===== config.mk =====
export PLATFORM = sky130hd
export DESIGN_NAME = fetch_unit
export DESIGN_NICKNAME = d
export VERILOG_FILES = /design/src/rtl/fetch_unit.sv
export SDC_FILE = /design/constraint.sdc
export NUM_CORES = 1
export LEC_CHECK = 0
export BUFFER_PORTS_ARGS = -buffer_cell sky130_fd_sc_hd__buf_2
export CAP_MARGIN = 20
export CORE_ASPECT_RATIO = 2
export CORE_MARGIN = 2
export CORE_UTILIZATION = 45
export DETAILED_ROUTE_END_ITERATION = 8
export PLACE_DENSITY_LB_ADDON = 0.3
export SYNTH_ARGS = -nofsm -noshare
export SYNTH_HDL_FRONTEND = slang
export SYNTH_SLANG_ARGS = --single-unit

===== constraint.sdc =====
create_clock -name clock -period 5.5 [get_ports clock]
set_clock_uncertainty 0.15 [all_clocks]
set_input_delay 0.275 -clock clock [delete_from_list [all_inputs] [get_ports clock]]
set_output_delay 0.275 -clock clock [all_outputs]
set_load 0.005 [all_outputs]

===== src/rtl/fetch_unit.sv =====
// fetch_unit -- instruction-fetch initiator for the CPU front end.
//
// Owns the program counter, presents it to instruction memory, and captures
// each returned word into a small FIFO. Decode drains the FIFO through a
// valid/ready handshake. A redirect from execute loads a new PC and flushes
// everything still buffered.
//
// Optional feature macro: FETCH_MISALIGN_TRAP_EN
//   defined   : a misaligned redirect target is kept as-is and produces a
//               single fault entry, after which fetch halts until the next
//               redirect.
//   undefined : redirect targets are forced word-aligned; out_fault is 0.
//
// Ports:
//   clock           rising-edge clock
//   reset           synchronous, active-low reset
//   imem_address    fetch address (the PC register itself)
//   imem_data       instruction word for imem_address (combinational memory)
//   imem_valid      imem_data is usable this cycle
//   redirect_valid  load redirect_pc and flush the FIFO
//   redirect_pc     redirect target
//   out_valid       FIFO head is valid
//   out_ready       decode accepts the head
//   out_instr       head instruction, NOP when empty
//   out_pc          PC of the head instruction, 0 when empty
//   out_fault       head is a misaligned-fetch fault entry
module fetch_unit #(
  parameter logic [31:0] RESET_PC = 32'h0000_0000,
  parameter int          DEPTH    = 2
) (
  input  logic        clock,
  input  logic        reset,
  output logic [31:0] imem_address,
  input  logic [31:0] imem_data,
  input  logic        imem_valid,
  input  logic        redirect_valid,
  input  logic [31:0] redirect_pc,
  output logic        out_valid,
  input  logic        out_ready,
  output logic [31:0] out_instr,
  output logic [31:0] out_pc,
  output logic        out_fault
);

  localparam int                PW      = $clog2(DEPTH);
  localparam int                CW      = PW + 1;
  localparam logic [CW-1:0]     DEPTH_C = CW'(DEPTH);
  localparam logic [31:0]       NOP     = 32'h0000_0013;

  typedef enum logic [1:0] {S_FETCH, S_FAULT, S_HALT} state_t;

  state_t        r_state;
  state_t        w_state_next;
  logic [31:0]   r_pc;
  logic [CW-1:0] r_count;
  logic [PW-1:0] r_rd_ptr;
  logic [PW-1:0] r_wr_ptr;

  // Small FIFO storage; the head is read combinationally so a word pushed at
  // one edge is visible right after it.
  logic [31:0]   r_mem_pc    [DEPTH];
  logic [31:0]   r_mem_instr [DEPTH];

  logic          w_pop;
  logic          w_space;
  logic          w_push;
  logic          w_pc_advance;
  logic [31:0]   w_push_instr;
  logic [31:0]   w_target;
  logic          w_target_misaligned;

`ifdef FETCH_MISALIGN_TRAP_EN
  logic          r_mem_fault [DEPTH];
  assign w_target            = redirect_pc;
  assign w_target_misaligned = |redirect_pc[1:0];
`else
  assign w_target            = redirect_pc & 32'hFFFF_FFFC;
  assign w_target_misaligned = 1'b0;
`endif

  assign imem_address = r_pc;
  assign w_pop        = out_valid & out_ready;
  // A pop in the same cycle frees a slot, so a full FIFO can still accept.
  assign w_space      = (r_count < DEPTH_C) | w_pop;

  // State register
  always_ff @(posedge clock) begin
    if (!reset) r_state <= S_FETCH;
    else        r_state <= w_state_next;
  end

  // Next-state logic; redirect overrides everything else.
  always_comb begin
    w_state_next = r_state;
    case (r_state)
      S_FETCH: w_state_next = S_FETCH;
      S_FAULT: if (w_space) w_state_next = S_HALT;
      default: w_state_next = S_HALT;
    endcase
    if (redirect_valid)
      w_state_next = w_target_misaligned ? S_FAULT : S_FETCH;
  end

  // Output / push-control logic
  always_comb begin
    w_push       = 1'b0;
    w_pc_advance = 1'b0;
    w_push_instr = imem_data;
    case (r_state)
      S_FETCH: begin
        w_push       = imem_valid & w_space;
        w_pc_advance = imem_valid & w_space;
      end
      S_FAULT: begin
        w_push       = w_space;
        w_push_instr = NOP;
      end
      default: ;
    endcase
    // A redirect discards any same-cycle push.
    if (redirect_valid) begin
      w_push       = 1'b0;
      w_pc_advance = 1'b0;
    end

    out_valid = (r_count != '0);
    out_instr = out_valid ? r_mem_instr[r_rd_ptr] : NOP;
    out_pc    = out_valid ? r_mem_pc[r_rd_ptr] : 32'h0;
`ifdef FETCH_MISALIGN_TRAP_EN
    out_fault = out_valid & r_mem_fault[r_rd_ptr];
`else
    out_fault = 1'b0;
`endif
  end

  // PC, occupancy and pointers
  always_ff @(posedge clock) begin
    if (!reset) begin
      r_pc     <= RESET_PC;
      r_count  <= '0;
      r_rd_ptr <= '0;
      r_wr_ptr <= '0;
    end else if (redirect_valid) begin
      r_pc     <= w_target;
      r_count  <= '0;
      r_rd_ptr <= '0;
      r_wr_ptr <= '0;
    end else begin
      if (w_pc_advance) r_pc     <= r_pc + 32'd4;
      if (w_push)       r_wr_ptr <= r_wr_ptr + PW'(1);
      if (w_pop)        r_rd_ptr <= r_rd_ptr + PW'(1);
      r_count <= r_count + CW'(w_push) - CW'(w_pop);
    end
  end

  // FIFO storage has no reset; occupancy alone decides what is valid.
  always_ff @(posedge clock) begin
    if (reset && w_push) begin
      r_mem_pc[r_wr_ptr]    <= r_pc;
      r_mem_instr[r_wr_ptr] <= w_push_instr;
`ifdef FETCH_MISALIGN_TRAP_EN
      r_mem_fault[r_wr_ptr] <= (r_state == S_FAULT);
`endif
    end
  end

endmodule


Word level (Yosys, flattened, before mapping)
Memories as Yosys holds them, arrays and structs flattened. A register that Yosys moved wholly into a read port is not among the register bits.
Cells that the tools add are included.
Widths: inputs -> output; s select.
{"block": "word_totals", "regBits": 38, "mem_bits_rw": 128, "input_bits": 69, "output_inout_bits": 98, "elab_cells": 42, "mem_count": 2}
{"block": "classes", "add_sub_neg": 5, "n_lt_le_gt_ge": 1, "eq_ne": 2, "n_mux": 17, "n_bitwise": 4, "reduce_logical": 5}
{"name": "r_mem_instr", "depth": 2, "width": 32, "read_ports": 1, "rd_ports_with_merged_regs": 1, "write_ports": 1, "line_no": "62", "source": "logic [31:0] r_mem_instr [DEPTH];"}
{"name": "r_mem_pc", "depth": 2, "width": 32, "read_ports": 1, "rd_ports_with_merged_regs": 1, "write_ports": 1, "line_no": "61", "source": "logic [31:0] r_mem_pc [DEPTH];"}
{"cell": "$mux 32", "count": 5}
{"cell": "$add 32x3->32 const B", "count": 1}
{"cell": "$mux 1", "count": 9}
{"cell": "$pmux 2 s2", "count": 1}
{"cell": "$reduce_bool 2->1", "count": 2}
{"cell": "$add 1x1->1 const B", "count": 2}
{"cell": "$add 2x1->2", "count": 1}
{"cell": "$and 1x1->1", "count": 2}
{"cell": "$eq 2x1->1 const B", "count": 1}
{"cell": "$logic_not 2->1", "count": 1}
{"cell": "$lt 2x2->1 const B", "count": 1}
{"cell": "$mux 2", "count": 1}
{"cell": "$ne 2x2->1 const B", "count": 1}
{"cell": "$pmux 1 s2", "count": 1}
{"cell": "$reduce_or 2->1", "count": 1}
{"cell": "$sub 2x1->2", "count": 1}
{"cell": "$logic_and 1x1->1", "count": 1}
{"cell": "$not 1->1", "count": 1}
{"cell": "$or 1x1->1", "count": 1}

Depth between registers and ports, before layout
{"block": "depth", "ltp_word": 9, "ltp_mapped": 11, "mapped_depth_nobuf": 9}

Worst setup path after synthesis
Ideal clock, no wire load.
{"block": "synth_path", "path_type": "input -> register", "startpoint": "input reset", "endpoint": "memory r_mem_instr[0][0], enable pin", "setup_ps": 558, "arrival_time_ps": 4964, "required_time_ps": 4792, "setup_slack_ps": -173, "cell_stages": 4, "n_path_buf": 2, "path_cell_list": "clkbuf_1 > nand2b_1 > clkbuf_1 > nor3_1"}
{"block": "synth_via", "elab_chain_cells": 3}
{"item": "start, declared", "line_no": "32", "source": "input logic reset,"}
{"item": "$logic_and 1x1->1", "line_no": "158", "source": "if (reset && w_push) begin"}
{"item": "$mux 1", "line_no": "158"}
{"item": "$mux 1 (implied by the code)", "line_no": "160", "source": "r_mem_instr[r_wr_ptr] <= w_push_instr;"}
{"item": "end, declared", "line_no": "62"}
No other way between the ends.

Final worst setup path
{"block": "layout_path", "startpoint": "register r_pc[4] (netlist: imem_address[4])", "endpoint": "register r_pc[27] (netlist: imem_address[27])"}
{"block": "layout_via", "elab_chain_cells": 3}
{"item": "start, declared", "line_no": "54", "source": "logic [31:0] r_pc;"}
{"item": "start signal, assigned", "line_no": "144", "source": "r_pc <= w_target;"}
{"item": "start signal, assigned", "line_no": "149", "source": "if (w_pc_advance) r_pc <= r_pc + 32'd4;"}
{"item": "$add 32x3->32", "line_no": "149"}
{"item": "$mux 32", "line_no": "149"}
{"item": "$mux 32", "line_no": "143", "source": "end else if (redirect_valid) begin"}
No other way between the ends. The select of a mux whose other input is x is not followed.
A chain may end at the register's enable or synchronous reset.

==> impl_metrics.env <==
export IMPL_async_flop_share=0
export IMPL_die_area_um2=16500
export IMPL_p_sw_w=0.000586
export IMPL_synth_seq_cells=159
export IMPL_hp_start="redirect_pc[25]"
export IMPL_internal_power_w=0.00214
export IMPL_nets=799
export IMPL_path_max_fanout=32
export IMPL_layout_min_cycle_time_ps=2650
export IMPL_critPathRequiredTime_ps=5640
export IMPL_grt_pass1_vias=5006
export IMPL_ys_types=54
export IMPL_hpwl_um=10600
export IMPL_clockRootBuffer="clkbuf_16"
export IMPL_finalSetupViolCount=0
export IMPL_vias_per_cell=5.37
export IMPL_crit_path_end_kind="flop"
export IMPL_synth_edff_count=124
export IMPL_status="completed"
export IMPL_cp_cell_sequence="and4_2, nand2_1, o311a_2, or3_1"
export IMPL_drc_errors=0
export IMPL_timing_hold_violations_final=0
export IMPL_synth_area_um2=6940
export IMPL_netlist_top_cells_area="edfxtp_1, dfxtp_1, mux2i_1"
export IMPL_synth_top_area_share=0.537
export IMPL_rows=64
export IMPL_clk_pin_slew_ps=60
export IMPL_htreeDepth=4
export IMPL_drive_gt1_frac=0.282
export IMPL_worstSetupStartpoint="imem_address[4]"
export IMPL_cts_sinks=159
export IMPL_stdcell_count=939
export IMPL_timing_rr_start="imem_address[4]"
export IMPL_max_cap_violations=0
export IMPL_synthTopCellsByCount="edfxtp_1, nor2_1, mux2i_1"
export IMPL_dp_cells=867
export IMPL_dieWidth_um=91.8
export IMPL_wl_per_cell_um=17.2
export IMPL_clock_fmax_mhz=378
export IMPL_drt_initial_drc_count=237
export IMPL_cp_arrival_ps=2790
export IMPL_clk_latency_ps=420
export IMPL_p_leak_nw=3.29
export IMPL_cp_slowest_cell="o311a_2"
export IMPL_period_share=0.481
export IMPL_detail_route_antenna_nets=0
export IMPL_hp_class="primary input to flop"
export IMPL_synth_warnings=0
export IMPL_worstSetupPathType="flop to flop"
export IMPL_grtUsageTotal=0.195
export IMPL_grt_pass1_wl_um=25000
export IMPL_worst_pin_slew_ps=1090
export IMPL_swShare=0.215
export IMPL_fin_tns_setup_ps=0
export IMPL_ys_flop_type="edfxtp_1"
export IMPL_cts_buffers=17
export IMPL_grt_overflow=0
export IMPL_antenna_found_initial=1
export IMPL_routabilityCongestion=0.824
export IMPL_first_pass_iters=5
export IMPL_pwr_share_clk=0.424
export IMPL_ys_seq_area_frac=0.638
export IMPL_netlist_instances=542
export IMPL_p_comb_frac=0.072
export IMPL_crit_path_start_kind="flop"
export IMPL_power_frac_seq=0.504
export IMPL_die_y_um=180
export IMPL_synth_top_area_cell="edfxtp_1"
export IMPL_initial_utilization=0.456
export IMPL_grt_max_degree=63
export IMPL_relSlewSlack=0.275
export IMPL_avgSynthCellArea_um2=12.8
export IMPL_via_count=5043
export IMPL_port_buffers=159
export IMPL_cts_buffer_depth=2
export IMPL_core_um2=15200
export IMPL_maxSlewViolCount=0
export IMPL_power_density_nw_per_um2=311
export IMPL_critPathMaxStageDelay_ps=620
export IMPL_rsz0062_at_grt="no"
export IMPL_ir_drop_mv=0.211
export IMPL_cts_tree="built"
export IMPL_yosysMostFrequentCell="edfxtp_1"
export IMPL_synthToLayoutAreaGrowth_pct=26.6
export IMPL_io_pins=167
export IMPL_wl_um=16100
-- placed cells by master, fill, tap and decap left out, types with 4 or more instances in the layout --
cell	n
a31oi_1	10
and2_1	6
and3_1	4
buf_2	159
buf_4	6
clkbuf_1	4
clkbuf_16	17
clkinv_2	4
conb_1	5
dfxtp_1	34
dlygate4sd3_1	39
edfxtp_1	124
inv_1	9
mux2i_1	62
nand2_1	18
nand2b_1	10
nand3_1	16
nand4_1	14
nor2_1	74
nor2b_1	4
nor3_1	5
nor4_1	9
o211a_1	6
o21ai_0	15
o31ai_1	9
or4_1	9
xnor2_1	7
-- per-stage QoR --
stage | cell area, um2 | util | total power, W | setup slack (ps) | hold slack (ps)
after global routing | 8780 | 0.577 | 0.00283 | 2620 | 5.36
final | 8780 | 0.577 | 0.00273 | 2850 | 8.16
after detailed placement | 7800 | 0.513 | 0.00158 | 2860 | 316
after CTS | 8780 | 0.577 | 0.00276 | 2840 | 0.139
after global placement | 7800 | 0.513 | 0.00157 | 2850 | 315
after floorplan | 6950 | - | 0.00149 | -173 | 224
-- per-layer routing --
layer,up-vias,wire (um),global-route usage
met5,-,0,0
met4,0,537,0.105
met3,38,733,0.0407
met2,184,9000,0.364
met1,2414,5840,0.198
li1,2407,-,-
-- layout make-up --
cell class                 count  area, um2
antenna                        1       2.50
fill                        1287       6430
multi-input combinational    336       2250
timing repair buffer         204       1230
clock inverter                11        143
inverter                       9       33.8
tap                          198        248
sequential                   159       4430
clock buffer                  21        440
-- sequential cells by signal, indices dropped and copies added, names as in the netlist, named ones only --
register and cells:
imem_address 30, r_count 2, r_mem_instr 64, r_mem_pc 60, r_rd_ptr 1, r_wr_ptr 1
-- worst max-delay path: cells and delay by family (launching register included) --
kind	cells	cell delay [ps]
flip-flops	1	480
AO/OA/AOI/OAI	1	620
AND/OR/NAND/NOR	3	1260
-- repair_timing --
| item | CTS | global route |
|---|---|---|
| endpoints found under the hold margin | 71 | 0 |
| hold buffers | 39 | 0 |
| resized for setup | 0 | 0 |
| buffers inserted | 0 | 0 |
-- power by group through the flow --
| stage | combinational, W | sequential [W] | clock, W |
|---|---|---|---|
| after floorplan | 0.000103 | 0.00139 | 0 |
| after global placement | 0.000170 | 0.00140 | 0 |
| after detailed placement | 0.000175 | 0.00140 | 0 |
| after CTS | 0.000198 | 0.00138 | 0.00118 |
| after global routing | 0.000217 | 0.00138 | 0.00123 |
| final | 0.000196 | 0.00138 | 0.00116 |
-- logic make-up after synthesis --
family / count (synthesis) / synth area share
DFF: 159 / 0.638
xor gates and xnor gates: 10 / 0.0126
AOI/OAI and AO/OA: 64 / 0.0702
muxes: 62 / 0.0895
other: 1 / 0.000541
adders and majority gates: 3 / 0.00541
and+or+nand+nor: 192 / 0.142
buffers and inverters: 51 / 0.0417
-- final timing paths --
path | cells after the start | endpoint | slack [ps]
max | 4 | imem_address[27] | 2850
min | 3 | imem_address[25] | 8
max reg2reg | 4 | imem_address[27] | 2850
min reg2reg | 2 | flop | 370
(Power assumes the default switching activity.)
